==> config.mk <==
export PLATFORM = sky130hd
export DESIGN_NAME = registrador_deslocamento_flat
export DESIGN_NICKNAME = d
export VERILOG_FILES = /design/src/rtl/registrador_deslocamento_if.sv /design/src/rtl/registrador_deslocamento.sv /design/src/flat_wrapper.sv
export SDC_FILE = /design/constraint.sdc
export NUM_CORES = 1
export LEC_CHECK = 0
export CAP_MARGIN = 10
export CORE_ASPECT_RATIO = 1.5
export CORE_MARGIN = 8
export CORE_UTILIZATION = 25
export CTS_CLUSTER_SIZE = 24
export DETAILED_ROUTE_END_ITERATION = 10
export PLACE_DENSITY = 0.59
export SYNTH_ARGS = -nofsm -noshare
export SYNTH_HDL_FRONTEND = slang
export SYNTH_SLANG_ARGS = --single-unit
==> constraint.sdc <==
create_clock -name clk_2 -period 1.6 [get_ports clk_2]
set_clock_uncertainty 0.05 [all_clocks]
set_input_delay 0.16 -clock clk_2 [delete_from_list [all_inputs] [get_ports clk_2]]
set_output_delay 0.16 -clock clk_2 [all_outputs]
set_load 0.01 [all_outputs]
==> src/rtl/registrador_deslocamento_if.sv <==
// rtl/registrador_deslocamento_if.sv - control/data bundle for the shift register
interface registrador_deslocamento_if #(
    parameter int NBITS = 4
);
    logic                         selecao;
    logic                         valor;
    logic                         entrada_serial;
    logic [NBITS-1:0]             entrada_paralela;
    logic [NBITS-1:0]             q;
    logic [$clog2(NBITS+1)-1:0]   cont;
    logic                         cheio;
    logic                         pronto;
    logic [7:0]                   seg;

    modport master (
        output selecao,
        output valor,
        output entrada_serial,
        output entrada_paralela,
        input  q,
        input  cont,
        input  cheio,
        input  pronto,
        input  seg
    );

    modport slave (
        input  selecao,
        input  valor,
        input  entrada_serial,
        input  entrada_paralela,
        output q,
        output cont,
        output cheio,
        output pronto,
        output seg
    );
endinterface

==> src/rtl/registrador_deslocamento.sv <==
// rtl/registrador_deslocamento.sv - edge-strobed serial/parallel shift register with fill FSM and 7-segment view
module registrador_deslocamento #(
    parameter int NBITS = 4
) (
    input  logic                     clk_2,
    input  logic                     reset,
    registrador_deslocamento_if.slave bus
);
    localparam int             CW        = $clog2(NBITS + 1);
    localparam logic [CW-1:0]  CHEIO_CNT = CW'(NBITS);

    typedef enum logic [1:0] {
        VAZIO      = 2'd0,
        CARREGANDO = 2'd1,
        CHEIO      = 2'd2
    } estado_t;

    estado_t          estado;
    logic [NBITS-1:0] q_r;
    logic [CW-1:0]    cont_r;
    logic             cheio_r;
    logic             pronto_r;
    logic             valor_d;
    logic             pulso;
    logic [CW-1:0]    cont_inc;
    logic [NBITS-1:0] q_shift;
    logic [6:0]       seg7;

    // The strobe comes from a level switch, so only its rising edge may act.
    assign pulso    = bus.valor & ~valor_d;
    assign q_shift  = {bus.entrada_serial, q_r[NBITS-1:1]};
    assign cont_inc = (cont_r == CHEIO_CNT) ? CHEIO_CNT : cont_r + CW'(1);

    // Delayed copy of the strobe for rising-edge detection.
    always_ff @(posedge clk_2 or posedge reset) begin
        if (reset) begin
            valor_d <= 1'b0;
        end else begin
            valor_d <= bus.valor;
        end
    end

    // Fill FSM: datapath, count, full flag and completion pulse all registered together.
    always_ff @(posedge clk_2 or posedge reset) begin
        if (reset) begin
            estado   <= VAZIO;
            q_r      <= '0;
            cont_r   <= '0;
            cheio_r  <= 1'b0;
            pronto_r <= 1'b0;
        end else begin
            pronto_r <= 1'b0;
            if (pulso) begin
                if (bus.selecao) begin
                    // Parallel load wins from any state and drops partial serial data.
                    q_r      <= bus.entrada_paralela;
                    cont_r   <= CHEIO_CNT;
                    estado   <= CHEIO;
                    cheio_r  <= 1'b1;
                    pronto_r <= 1'b1;
                end else begin
                    q_r    <= q_shift;
                    cont_r <= cont_inc;
                    case (estado)
                        VAZIO, CARREGANDO: begin
                            if (cont_inc == CHEIO_CNT) begin
                                estado   <= CHEIO;
                                cheio_r  <= 1'b1;
                                pronto_r <= 1'b1;
                            end else begin
                                estado <= CARREGANDO;
                            end
                        end
                        CHEIO: begin
                            // Already full: keep shifting, no new completion pulse.
                            estado <= CHEIO;
                        end
                        default: begin
                            estado  <= VAZIO;
                            cheio_r <= 1'b0;
                        end
                    endcase
                end
            end
        end
    end

    // Hex digit of the low nibble, segments gfedcba active-high.
    always_comb begin
        seg7 = 7'h00;
        case (q_r[3:0])
            4'h0: seg7 = 7'h3F;
            4'h1: seg7 = 7'h06;
            4'h2: seg7 = 7'h5B;
            4'h3: seg7 = 7'h4F;
            4'h4: seg7 = 7'h66;
            4'h5: seg7 = 7'h6D;
            4'h6: seg7 = 7'h7D;
            4'h7: seg7 = 7'h07;
            4'h8: seg7 = 7'h7F;
            4'h9: seg7 = 7'h6F;
            4'hA: seg7 = 7'h77;
            4'hB: seg7 = 7'h7C;
            4'hC: seg7 = 7'h39;
            4'hD: seg7 = 7'h5E;
            4'hE: seg7 = 7'h79;
            4'hF: seg7 = 7'h71;
            default: seg7 = 7'h00;
        endcase
    end

    assign bus.q      = q_r;
    assign bus.cont   = cont_r;
    assign bus.cheio  = cheio_r;
    assign bus.pronto = pronto_r;
    assign bus.seg    = {cheio_r, seg7};
endmodule

==> src/flat_wrapper.sv <==
// flat-port wrapper written by rule: the top's interface ports become plain ports
module registrador_deslocamento_flat 
#(
    parameter int NBITS = 4
)
  (clk_2, reset, bus_selecao, bus_valor, bus_entrada_serial, bus_entrada_paralela, bus_q, bus_cont, bus_cheio, bus_pronto, bus_seg);
  registrador_deslocamento_if #(.NBITS(NBITS)) bus_i ();
  input  logic clk_2;
  input  logic reset;
  input wire logic [$bits(bus_i.selecao)-1:0] bus_selecao;
  input wire logic [$bits(bus_i.valor)-1:0] bus_valor;
  input wire logic [$bits(bus_i.entrada_serial)-1:0] bus_entrada_serial;
  input wire logic [$bits(bus_i.entrada_paralela)-1:0] bus_entrada_paralela;
  output wire logic [$bits(bus_i.q)-1:0] bus_q;
  output wire logic [$bits(bus_i.cont)-1:0] bus_cont;
  output wire logic [$bits(bus_i.cheio)-1:0] bus_cheio;
  output wire logic [$bits(bus_i.pronto)-1:0] bus_pronto;
  output wire logic [$bits(bus_i.seg)-1:0] bus_seg;
  assign bus_i.selecao = bus_selecao;
  assign bus_i.valor = bus_valor;
  assign bus_i.entrada_serial = bus_entrada_serial;
  assign bus_i.entrada_paralela = bus_entrada_paralela;
  assign bus_q = bus_i.q;
  assign bus_cont = bus_i.cont;
  assign bus_cheio = bus_i.cheio;
  assign bus_pronto = bus_i.pronto;
  assign bus_seg = bus_i.seg;
  registrador_deslocamento #(.NBITS(NBITS)) u_core (.clk_2(clk_2), .reset(reset), .bus(bus_i));
endmodule
==> metrics.yaml, run 1 <==
antenna_found_initial: 0
yosysSeqAreaShare: 0.3550
power_uw: 1530
p_int_uw: 988.4
period_share: 1.021
dp.cells: 167
fin_tns_setup_ps: -35.84
r2r_slack_ps: 60
clk_pin_slew_ps: 50
port_buffers: 25
ys_ff_latch: 12
synth_fp_nets: 115
final_util: 0.4174
yosysTopAreaCell: "dfrtp_1"
hold_buffers: 0
path_max_fanout: 4
cts_tree: "yes"
cp.required_ps: 1390
cap_violations: 0
dp_hpwl_mm: 1.725
critPathLaunchType: "flop"
grt_pass1_wl_mm: 3.760
gr-usage-all-layers: 0.08285
n_fill_cell: 354
switching_power_uw: 542.0
seq_area_um2: 306.5
drive_gt1_frac: 0.4015
powerDensity_mw_per_mm2: 1105
cts_root_buf: "clkbuf_8"
cts_buffer_depth: 2
final_hold_viol_count: 0
clock-sinks: 12
ir_drop_v: 0.0006813
rows: 26
setup_viol: 2
worst-setup-path-type: "flop to output pin"
status: "finished with violations"
drv_slew: 0
vias: 851
rr_startpoint: "u_core.bus.cont[0]"
maxSlewHeadroom: 0.7072
synth.top_cells.by_area: "dfrtp_1 36%, ha_1 13%, o21ai_0 7.7%"
dieArea_mm2: 0.005539
post-route-min-period_ps: 1634
p_seq_frac: 0.292
rsz0062_at_grt: "yes"
start_util: 0.2549
grt-ovfl-total: 0
arrival_ps: 1420
grt_max_degree: 18
worstHoldPathType: "primary input to async pin"
synth-main-ff-cell: "dfrtp_1"
die_w_um: 63.49
reg2reg_depth: 4
dieHeight_um: 87.24
synth_top_cell_area_share: 0.3550
hold_slack_ps: 175.0
dr.pass1.iters: 4
numCtsBuffers: 3
insertion_delay_ps: 240
n_antenna_cell: 0
cts_htree_levels: 1
drtAntennaViolNets: 0
drt-initial-drc-count: 34
yosysUniqueCellTypes: 28
wl_mm: 2.536
wire_per_inst_um: 14.17
p_leak_uw: 0.0006007
pwr-share-comb: 0.493
core_area_mm2: 0.003318
r2r_end: "u_core.bus.pronto"
netSwitchingFraction: 0.3542
via_per_inst: 4.754
ys_async_sr_fraction: 1.000
drc: 0
area_delta_synth_final_pct: 63.76
synth_area_um2: 845.8
ios: 26
final_nets: 156
fmax_ghz: 0.6118
grt_pass1_vias: 857
routabilityCongestion: 0.7597
clkPwrFrac: 0.215
violations: "setup timing"
synth.avg_cell_area_um2: 8.720
multi_input_area_um2: 570.5
worst_slew_pin_slew_ps: 438.7
worst_setup_path_end_kind: "output pin"
syn_inst: 97
fin_cells: 179
synth_warnings: 0
setup_ws_ps: -34.39
synth_edf_count: 0
==> Yosys cell counts (2+ instances only) <==
| master | count |
|---|---|
| mux2i_1 | 5 |
| clkbuf_1 | 2 |
| nand2b_1 | 4 |
| a21oi_1 | 8 |
| dfrtp_1 | 12 |
| nand3_1 | 3 |
| a211oi_1 | 2 |
| buf_2 | 3 |
| o21ai_0 | 13 |
| ha_1 | 9 |
| nor2_1 | 2 |
| inv_1 | 8 |
| nand2_1 | 11 |
==> per-stage QoR <==
step | setup WS (ps) | instance area, µm²
5_1_grt | -97.72 | 1385
6_report | -34.39 | 1385
3_3_place_gp | -205.8 | 1189
2_1_floorplan | 137.8 | 845.8
4_1_cts | -29.22 | 1275
3_5_place_dp | -209.5 | 1189
==> power groups by stage <==
| stage | sequential, µW | combinational [µW] | clock (µW) |
|---|---|---|---|
| after CTS | 447 | 651 | 338 |
| final | 447 | 755 | 329 |
| after global routing | 461 | 829 | 350 |
| after floorplan | 442 | 337 | 0 |
| after global placement | 445 | 635 | 0 |
| after detailed placement | 450 | 645 | 0 |
==> layout make-up <==
class | count | area share
multi-input cells | 70 | 0.4119
repair buffers | 43 | 0.2656
flip-flops and latches | 12 | 0.2213
clock buffers | 4 | 0.03975
well taps | 42 | 0.03794
inverters | 8 | 0.02349
==> flip-flops by register name, indices dropped and copies added, names as in the netlist <==
signal / count
u_core.bus.cont: 3
u_core.bus.pronto: 1
u_core.valor_d: 1
u_core.bus.q: 4
u_core.estado: 2
u_core.bus.cheio: 1
==> routing by layer <==
metal / up-vias / share of wire / routed length [µm] / GRT usage
met3: 8 / 0.065 / 165 / 0.03351
met4: 0 / 0.024 / 62 / 0.03259
met2: 27 / 0.53 / 1348 / 0.1500
met1: 401 / 0.38 / 960 / 0.08171
met5: - / 0 / 0 / 0
li1: 415 / - / - / -
==> cells by family after synthesis <==
| logic type | share of synthesized area |
|---|---|
| AO/OA/AOI/OAI | 0.2204 |
| adder cells (fa/ha/maj) | 0.1331 |
| buffers and inverters | 0.07692 |
| flip-flops | 0.3550 |
| multiplexers | 0.05917 |
| AND/OR/NAND/NOR | 0.1553 |
==> worst max-delay path by stage <==
stage,startpoint,end,slack [ps],cells after the start
finish,u_core.bus.q[0],bus_seg[0],-30,6
global route,u_core.bus.q[0],bus_seg[5],-100,5
CTS,u_core.bus.q[1],bus_seg[3],-30,5
detailed placement,u_core.bus.q[0],bus_seg[1],-210,6
global placement,u_core.bus.q[0],bus_seg[1],-210,6
floorplan,u_core.bus.cont[0],u_core.bus.pronto,140,4
==> worst max-delay path: stages (launching register included) <==
cell	delay (ps)
dfrtp_2	440
buf_6	130
ha_4	170
nand2_2	90
o21ai_2	50
a21oi_1	150
buf_2	150
==> layout by cell type, fill, tap and decap left out, types with 2 or more instances in the layout <==
| cell type | count |
|---|---|
| ha_1 | 3 |
| a21oi_2 | 3 |
| o21ai_0 | 8 |
| nand2b_4 | 2 |
| dfrtp_2 | 5 |
| inv_1 | 6 |
| buf_4 | 14 |
| o21ai_1 | 4 |
| buf_2 | 7 |
| ha_4 | 3 |
| nand2_2 | 3 |
| buf_6 | 4 |
| nand3_1 | 3 |
| mux2i_1 | 5 |
| nand2_1 | 8 |
| dfrtp_1 | 7 |
| clkdlybuf4s50_1 | 17 |
| clkbuf_8 | 4 |
| a21oi_1 | 5 |
| ha_2 | 3 |
| nand2b_1 | 2 |
==> timing repair <==
item	CTS	global route
endpoints found under the hold margin	0	0
resized for setup	40	25
setup buffers	3	5
pin swaps	2	7
setup endpoints to repair	9	10
(Power assumes the default switching activity.)
==> inputs of run 2 (changes only) <==
--- a/config.mk
+++ b/config.mk
@@ -5,13 +5,15 @@
 export SDC_FILE = /design/constraint.sdc
 export NUM_CORES = 1
 export LEC_CHECK = 0
+export ABC_AREA = 1
 export CAP_MARGIN = 10
 export CORE_ASPECT_RATIO = 1.5
 export CORE_MARGIN = 8
 export CORE_UTILIZATION = 25
 export CTS_CLUSTER_SIZE = 24
 export DETAILED_ROUTE_END_ITERATION = 10
-export PLACE_DENSITY = 0.59
+export MAX_ROUTING_LAYER = met4
+export PLACE_DENSITY = 0.6
 export SYNTH_ARGS = -nofsm -noshare
 export SYNTH_HDL_FRONTEND = slang
 export SYNTH_SLANG_ARGS = --single-unit
==> metrics.yaml, run 2 <==
worst_setup_path_end_kind: "output pin"
rows: 25
synth.top_cells.by_area: "dfrtp_1 38%, ha_1 14%, nand2_1 11%"
status: "finished with violations"
final_hold_viol_count: 0
cap_violations: 0
powerDensity_mw_per_mm2: 1062
layout_commonest_cell: "nand2_1"
synth_edf_count: 0
grt_pass1_wl_mm: 3.953
die_w_um: 62.07
rsz0062_at_grt: "yes"
drive_gt1_frac: 0.2621
wire_per_inst_um: 12.56
clk_pin_slew_ps: 50
maxSlewHeadroom: 0.6816
r2r_end: "u_core.bus.cheio"
yosysTopAreaCell: "dfrtp_1"
ir_drop_v: 0.0004485
n_antenna_cell: 0
reg2reg_depth: 9
yosysSeqAreaShare: 0.3774
routabilityCongestion: 0.8168
ios: 26
period_share: 1.025
synth-xor-area-share: 0
synth_area_um2: 795.8
yosys-top-cells-count: "24 x nand2_1, 18 x inv_1, 13 x o21ai_0, 12 x dfrtp_1, 9 x ha_1"
synth_fp_nets: 125
path_max_fanout: 3
worst_path_largest_cell_delay_ps: 410
cp.required_ps: 1390
yosysUniqueCellTypes: 16
grt_max_degree: 13
ys_ff_latch: 12
drv_slew: 0
antenna_found_initial: 0
violations: "setup timing"
worst_slew_pin_slew_ps: 477.0
setup_viol: 4
critPathLaunchType: "flop"
grt-ovfl-total: 0
r2r_slack_ps: 170
endpoint: "bus_seg[3]"
drtAntennaViolNets: 0
post-route-min-period_ps: 1640
ys_async_sr_fraction: 1.000
worst-setup-path-type: "flop to output pin"
grtUsageMet2: 0.1720
grt.busiest_layer: "met2"
grt_pass1_vias: 909
final_nets: 164
vias: 838
crit_path_start: "u_core.bus.q[0]"
hold_slack_ps: 180.0
synth_mux_area_frac: 0
dieArea_mm2: 0.005282
syn_inst: 107
final_cell_mix: "23 x nand2_1, 18 x clkdlybuf4s50_1, 14 x inv_1"
cts_root_buf: "clkbuf_8"
synth_compound_area_frac: 0.1808
dr.pass1.iters: 4
clock-sinks: 12
p_leak_uw: 0.0005967
cts_tree: "yes"
met3_usage: 0.02723
synth.avg_cell_area_um2: 7.437
setup_ws_ps: -40.01
met1_usage: 0.09675
synth_fa_ha_area_frac: 0.1415
crit_chain: "inv_2 > ha_4 > a21oi_2 > inv_1 > a21oi_1 > a31oi_1 > buf_2"
dieHeight_um: 85.10
slowest_stage: "dfrtp_1"
drt-initial-drc-count: 32
wl_mm: 2.324
fmax_ghz: 0.6098
insertion_delay_ps: 240
dp_hpwl_mm: 1.824
synth_top_family_by_area: "simple AND/OR/NAND/NOR gates"
synthSimpleGateAreaFrac: 0.1871
start_util: 0.2570
via_per_inst: 4.530
synth_top_cell_area_share: 0.3774
arrival_ps: 1430
yosysMostFrequentCell: "nand2_1"
cts_htree_levels: 1
cts_buffer_depth: 2
drc: 0
port_buffers: 25
gr-usage-all-layers: 0.1025
worstHoldPathType: "primary input to async pin"
synth_warnings: 0
hold_buffers: 0
largest_reg_flops: 4
synth-main-ff-cell: "dfrtp_1"
core_area_mm2: 0.003097
area_delta_synth_final_pct: 53.30
numCtsBuffers: 3
fin_tns_setup_ps: -77.60
rr_startpoint: "u_core.bus.cont[0]"
[run 2: through the flow]
step                      power [µW]  cells  worst slack [ps]  utilization  cell area [µm²]
after floorplan                668.5    107             157.6            -            795.8
after global placement         955.0    180            -192.7       0.3733             1156
after detailed placement       967.1    180            -275.7       0.3733             1156
after CTS                       1305    185            -59.25       0.3919             1214
after global routing            1391    185            -128.0       0.3939             1220
final                           1295    185            -40.01       0.3939             1220
[run 2: cells by family (layout without fill, tap and decap cells)]
family / after synthesis / in the layout
compound gates: 27 / 27
fa+ha+maj: 9 / 9
buf+inv: 22 / 60
flops: 12 / 12
simple gates: 37 / 37
[run 2: timing repair]
| action | CTS | global route |
|---|---|---|
| resized for setup | 42 | 3 |
| gates cloned | 0 | 0 |
| endpoints found under the setup margin | 8 | 7 |
| pin swaps | 4 | 4 |
| setup buffers | 1 | 0 |
[run 2: metal layers]
layer,part of all wire,vias to the layer above
met4,0.022,0
met2,0.52,23
met1,0.38,390
met5,0,-
li1,-,419
met3,0.071,6
[run 2: report_power, final]
group | internal (µW) | switching (µW) | total, µW
clock | 218 | 116 | 334
combinational | 273 | 297 | 570
sequential | 348 | 43.8 | 391
[run 2: worst min path at each step]
stage / to / depth (start not counted) / from
finish: u_core.bus.q[2] / 2 / reset
global route: u_core.bus.cont[2] / 2 / reset
CTS: u_core.bus.cont[2] / 2 / reset
detailed placement: u_core.estado[0] / 2 / u_core.estado[0]
global placement: u_core.bus.cheio / 2 / u_core.bus.cheio
floorplan: u_core.bus.cheio / 1 / reset
[run 2: critical path: cells and delay by family (launching register included)]
| kind | cells | cell delay (ps) |
|---|---|---|
| compound gates | 3 | 260 |
| fa+ha+maj | 1 | 210 |
| buf+inv | 3 | 310 |
| flops | 1 | 410 |
[run 2: final cells by class]
cell class	instances	area, µm²
well taps	40	50.05
multi-input cells	73	432.9
fillers	318	1877
flip-flops and latches	12	301.5
repair buffers	36	305.3
clock buffers	4	55.05
inverters	20	75.07
==> RTL edit 1: new RTL, flow settings as in run 2 <==
Re-encode `estado_t` (3 values) as one-hot, 3 bits wide.
--- a/src/rtl/registrador_deslocamento.sv
+++ b/src/rtl/registrador_deslocamento.sv
@@ -9,10 +9,10 @@
     localparam int             CW        = $clog2(NBITS + 1);
     localparam logic [CW-1:0]  CHEIO_CNT = CW'(NBITS);
 
-    typedef enum logic [1:0] {
-        VAZIO      = 2'd0,
-        CARREGANDO = 2'd1,
-        CHEIO      = 2'd2
+    typedef enum logic [2:0] {
+        VAZIO      = 3'b001,
+        CARREGANDO = 3'b010,
+        CHEIO      = 3'b100
     } estado_t;
 
     estado_t          estado;
Behaviour: no difference found for any inputs over 10 cycles, from zero or initial values and one cycle with reset high; not proved beyond that.
==> RTL edit 1 against run 2 <==
The flow still finishes with violations (negative setup slack). Power increased by 13%. Cell area increased by 9.5%. Maximum frequency increased by 1.1%. Sequential power increased by 16%. First-iteration DRC count increased by 6.3%. Routed wire length increased by 9.0%. Sequential share of layout area decreased by 0.092 points. Setup slack improved by 0.017 ns. Area after synthesis increased by 9.6%. Sequential cell count increased by 1. Die area increased by 7.4%. Non-clock buffer count increased by 2. Critical path type unchanged. Critical endpoint unchanged.
==> RTL edit 1: results (changes against run 2) <==
| Metric | Value |
|---|---|
| Bufs w/o clock | `38 (was 36)` |
| Maximum clock path buffer count | `2 (unchanged)` |
| Post-CTS Setup Repair Bufs | `0 (was 1)` |
| Share of synthesized area occupied by flip-flops and latches | `37.4% (was 37.7%)` |
| Part of the total power dissipated in combinational logic | `48.8% (was 44.0%)` |
| Longest individual stage delay on the worst path | `0.39 ns (was 0.41 ns)` |
| Synth Net Count | `134 (was 125)` |
| Switch Pwr | `0.546 mW (was 0.457 mW)` |
| R2R setup slack | `0.22 ns (was 0.17 ns)` |
| Number of placement rows | `26 (was 25)` |
| FF/Latch Area | `329 µm² (was 302 µm²)` |
| Met1 GRT Util | `8.31% (was 9.67%)` |
| Final setup violation count | `2 (was 4)` |
| Clock net sink count | `13 (was 12)` |
| Violations in the final reports | `negative setup slack (unchanged)` |
| Global placement routability congestion | `0.882 (was 0.817)` |
| Final wirelength | `2530 µm (was 2320 µm)` |
| Vias in the first global route | `900 (was 909)` |
| Reg2Reg Depth | `8 (was 9)` |
| Wire length of the first global-routing pass | `4020 µm (was 3950 µm)` |
| Number of multi-input combinational cells in the layout | `81 (was 73)` |
| Fraction of final layout cells sized beyond drive strength 1 | `28.8% (was 26.2%)` |
| Portion of total power attributed to the clock network | `20.3% (was 25.7%)` |
| Fin worst setup slack | `-0.0227 ns (was -0.0400 ns)` |
| Area added between synthesis and finish | `53.2% (was 53.3%)` |
| Complex-gate fraction of the synthesized area | `17.2% (was 18.1%)` |
| Post-Synthesis Cells | `116 (was 107)` |
| Global routing met2 resource utilization | `16.3% (was 17.2%)` |
| Pleak | `0.641 nW (was 0.597 nW)` |
| Transition time at the pin with the least slew margin | `0.494 ns (was 0.477 ns)` |
| Data buffer area share | `24.7% (was 25.0%)` |
| Maximum number of pins on one net before global-route repair | `14 (was 13)` |
| Result of the run | `complete, but fails checks (unchanged)` |
| Average detailed-routed wire length per instance | `12.8 µm (was 12.6 µm)` |
| Post-Place Worst Slack | `-0.185 ns (was -0.276 ns)` |
| Netlist cell types | `21 (was 16)` |
| Number of vias after detailed routing | `885 (was 838)` |
| Clock network power | `0.297 mW (was 0.334 mW)` |
| Cell area after placement | `1250 µm² (was 1160 µm²)` |
| List of most frequent post-synthesis cells | `nand2_1 (28), inv_1 (17), dfrtp_1 (12), ha_1 (9), o21ai_1 (9) (was nand2_1 (24), inv_1 (18), o21ai_0 (13), dfrtp_1 (12), ha_1 (9))` |
| Cell types occupying the most area after synthesis | `dfrtp_1 (34%), ha_1 (13%), nand2_1 (12%) (was dfrtp_1 (38%), ha_1 (14%), nand2_1 (11%))` |
| Hold slack final | `0.183 ns (was 0.180 ns)` |
| Fraction of the mapped netlist area in adder cells | `12.9% (was 14.2%)` |
| HPWL Detailed | `1910 µm (was 1820 µm)` |
| Arr. time, crit path | `1.41 ns (was 1.43 ns)` |
| Tot GR Track Use | `9.11% (was 10.3%)` |
| Detailed-routed wire length on met3 | `178 µm (was 164 µm)` |
| Routed length on met2 | `1290 µm (was 1220 µm)` |
RTL edit 1: cell count changes after synthesis, moves of 2 or more:
cell     delta
o21ai_0     -5
o21ai_1     +7
nor2_1      -2
nand2_1     +4
RTL edit 1: critical path: cells and delay by family, from the launching register on:
family                     cells  cell delay, ns
adders and majority gates      1            0.21
buffers and inverters          3            0.31
AOI/OAI and AO/OA              3            0.26
DFF                            1            0.39
RTL edit 1: worst max-delay path by stage:
stage,from,endpoint,slack [ns],cells past startpoint
finish,u_core.bus.q[1],bus_seg[3],-0.02,7
global route,u_core.bus.q[0],bus_seg[4],-0.13,8
CTS,u_core.bus.q[0],bus_seg[3],-0.03,6
detailed placement,u_core.bus.q[0],bus_seg[3],-0.18,6
global placement,u_core.bus.q[0],bus_seg[3],-0.17,6
floorplan,u_core.bus.q[1],bus_seg[3],0.14,6
RTL edit 1: timing repair:
| item | in CTS | in global routing |
|---|---|---|
| resized for setup | 35 | 16 |
| endpoints found under the setup margin | 7 | 9 |
| pin swaps | 3 | 3 |
==> RTL edit 2: new RTL, config.mk and constraints of run 2 <==
Made on the original files. `NBITS` is set to 4 in 3 places; all go to 16.
--- a/src/rtl/registrador_deslocamento_if.sv
+++ b/src/rtl/registrador_deslocamento_if.sv
@@ -1,6 +1,6 @@
 // rtl/registrador_deslocamento_if.sv - control/data bundle for the shift register
 interface registrador_deslocamento_if #(
-    parameter int NBITS = 4
+    parameter int NBITS = 16
 );
     logic                         selecao;
     logic                         valor;
--- a/src/rtl/registrador_deslocamento.sv
+++ b/src/rtl/registrador_deslocamento.sv
@@ -1,6 +1,6 @@
 // rtl/registrador_deslocamento.sv - edge-strobed serial/parallel shift register with fill FSM and 7-segment view
 module registrador_deslocamento #(
-    parameter int NBITS = 4
+    parameter int NBITS = 16
 ) (
     input  logic                     clk_2,
     input  logic                     reset,
--- a/src/flat_wrapper.sv
+++ b/src/flat_wrapper.sv
@@ -1,7 +1,7 @@
 // flat-port wrapper written by rule: the top's interface ports become plain ports
 module registrador_deslocamento_flat 
 #(
-    parameter int NBITS = 4
+    parameter int NBITS = 16
 )
   (clk_2, reset, bus_selecao, bus_valor, bus_entrada_serial, bus_entrada_paralela, bus_q, bus_cont, bus_cheio, bus_pronto, bus_seg);
   registrador_deslocamento_if #(.NBITS(NBITS)) bus_i ();
Interface: changed (resized bus_cont, bus_entrada_paralela and bus_q); port bits go from 26 to 52. The function was not compared with the original's and may differ.
==> RTL edit 2 against run 2 <==
The run still ends with negative setup slack left. Routed wire length is 89% higher. Area after synthesis grew 86%. Setup slack got worse by 0.021 ns. Cell area up 95%. Power rose by 82%. Synthesized cell count increased by 81%. Sequential cell count rose by 14. Cell count is 83% higher. Critical endpoint unchanged.
==> RTL edit 2: results (changes against run 2) <==
| Metric | Value |
|---|---|
| Result of the run | `complete, but fails checks (unchanged)` |
| Violations in the final reports | `negative setup slack (unchanged)` |
| Post-CTS clock slew at the launch and capture registers of the worst setup and hold paths | `0.09 ns (was 0.05 ns)` |
| Pleak | `1.13 nW (was 0.597 nW)` |
| Clock latency on the worst-skew pair | `0.26 ns (was 0.24 ns)` |
| Final setup violation count | `4 (unchanged)` |
| Post-Place Worst Slack | `-0.167 ns (was -0.276 ns)` |
| Maximum VDD drop | `0.527 mV (was 0.449 mV)` |
| List of most frequent post-synthesis cells | `inv_1 (34), a21oi_1 (32), nand2_1 (32), dfrtp_1 (26), o21ai_1 (23) (was nand2_1 (24), inv_1 (18), o21ai_0 (13), dfrtp_1 (12), ha_1 (9))` |
| Reg2Reg Depth | `13 (was 9)` |
| Synth Net Count | `224 (was 125)` |
| Largest register FFs | `16 (was 4)` |
| Fraction of final layout cells sized beyond drive strength 1 | `27.3% (was 26.2%)` |
| Worst-case headroom to the max-slew limit | `77.2% (was 68.2%)` |
| Filler-free cell count of the finished design | `339 (was 185)` |
| Filler Cells Inserted | `637 (was 318)` |
| Final wirelength | `4390 µm (was 2320 µm)` |
| Port Buffers | `51 (was 25)` |
| # placed instances | `330 (was 180)` |
| Worst setup startpoint | `u_core.bus.q[1] (was u_core.bus.q[0])` |
| Netlist cell types | `20 (was 16)` |
| Cell types occupying the most area after synthesis | `dfrtp_1 (44%), a21oi_1 (11%), inv_1 (8.6%) (was dfrtp_1 (38%), ha_1 (14%), nand2_1 (11%))` |
| HPWL Detailed | `3220 µm (was 1820 µm)` |
| Wire length of the first global-routing pass | `7000 µm (was 3950 µm)` |
| Maximum number of pins on one net before global-route repair | `31 (was 13)` |
| Arr. time, crit path | `1.45 ns (was 1.43 ns)` |
| Fin worst setup slack | `-0.0612 ns (was -0.0400 ns)` |
| First-iteration detailed-routing DRC count | `38 (was 32)` |
| Worst reg2reg path startpoint | `u_core.bus.cont[1] (was u_core.bus.cont[0])` |
==> RTL edit 2: how the worst max path moves through the flow <==
stage                      end  slack (ns)  depth (start not counted)
floorplan           bus_seg[3]        0.15                          6
global route        bus_seg[4]       -0.13                          8
finish              bus_seg[3]       -0.06                          7
global placement    bus_seg[3]       -0.15                          7
CTS                 bus_seg[3]       -0.07                          7
detailed placement  bus_seg[3]       -0.17                          6
==> RTL edit 2: layout make-up <==
class	count	area, µm²	area share, %
sequential	26	653	27.4
multi-input combinational	123	752	31.6
timing repair buffer	76	688	28.9
clock buffer	4	55.1	2.31
inverter	38	143	5.99
tap	72	90.1	3.78
==> RTL edit 2: what timing repair did <==
action / in CTS / in global routing
pin swaps: 3 / 9
buffers inserted: 1 / 4
resized for setup: 37 / 29
endpoints found under the setup margin: 7 / 15
==> RTL edit 2: worst max-delay path, cell delays in order (launching register included) <==
cell and delay, ns:
dfrtp_1 0.41, inv_2 0.10, ha_4 0.20, a21oi_2 0.13, inv_2 0.06, a21oi_2 0.10, a31oi_1 0.04, buf_2 0.14
==> RTL edit 2: kinds of logic after synthesis <==
family                     Yosys count  share of synthesized area, %
AOI/OAI and AO/OA                   65                          22.8
and+or+nand+nor                     49                          13.8
buffers and inverters               45                          12.0
DFF                                 26                          43.9
adders and majority gates            9                          7.60
==> RTL edit 2: layer usage <==
metal	wire length, µm	vias up	part of all wire (%)	track usage [%]
met1	1780	717	41	11.2
li1	-	772	-	-
met2	2360	35	54	18.4
met4	69	0	1.6	4.39
met5	0	-	0	-
met3	174	4	4.0	1.38
==> RTL edit 2: metrics by stage <==
step | setup TNS (ns) | util, % | hold WS [ns] | instance area, µm² | power (mW)
after global routing | -0.825 | 41.2 | 0.221 | 2380 | 2.53
after CTS | -0.222 | 39.2 | 0.200 | 2270 | 2.25
final | -0.104 | 41.2 | 0.187 | 2380 | 2.36
after floorplan | 0 | - | 0.141 | 1480 | 1.30
after detailed placement | -0.944 | 38.2 | 0.433 | 2210 | 1.82
after global placement | -0.899 | 38.2 | 0.426 | 2210 | 1.82
==> RTL edit 2: power by group <==
group | internal, mW | total [mW] | switching, mW | leakage (nW)
sequential | 0.758 | 0.842 | 0.0842 | 0.298
clock | 0.220 | 0.428 | 0.209 | 0.0288
combinational | 0.557 | 1.09 | 0.535 | 0.801
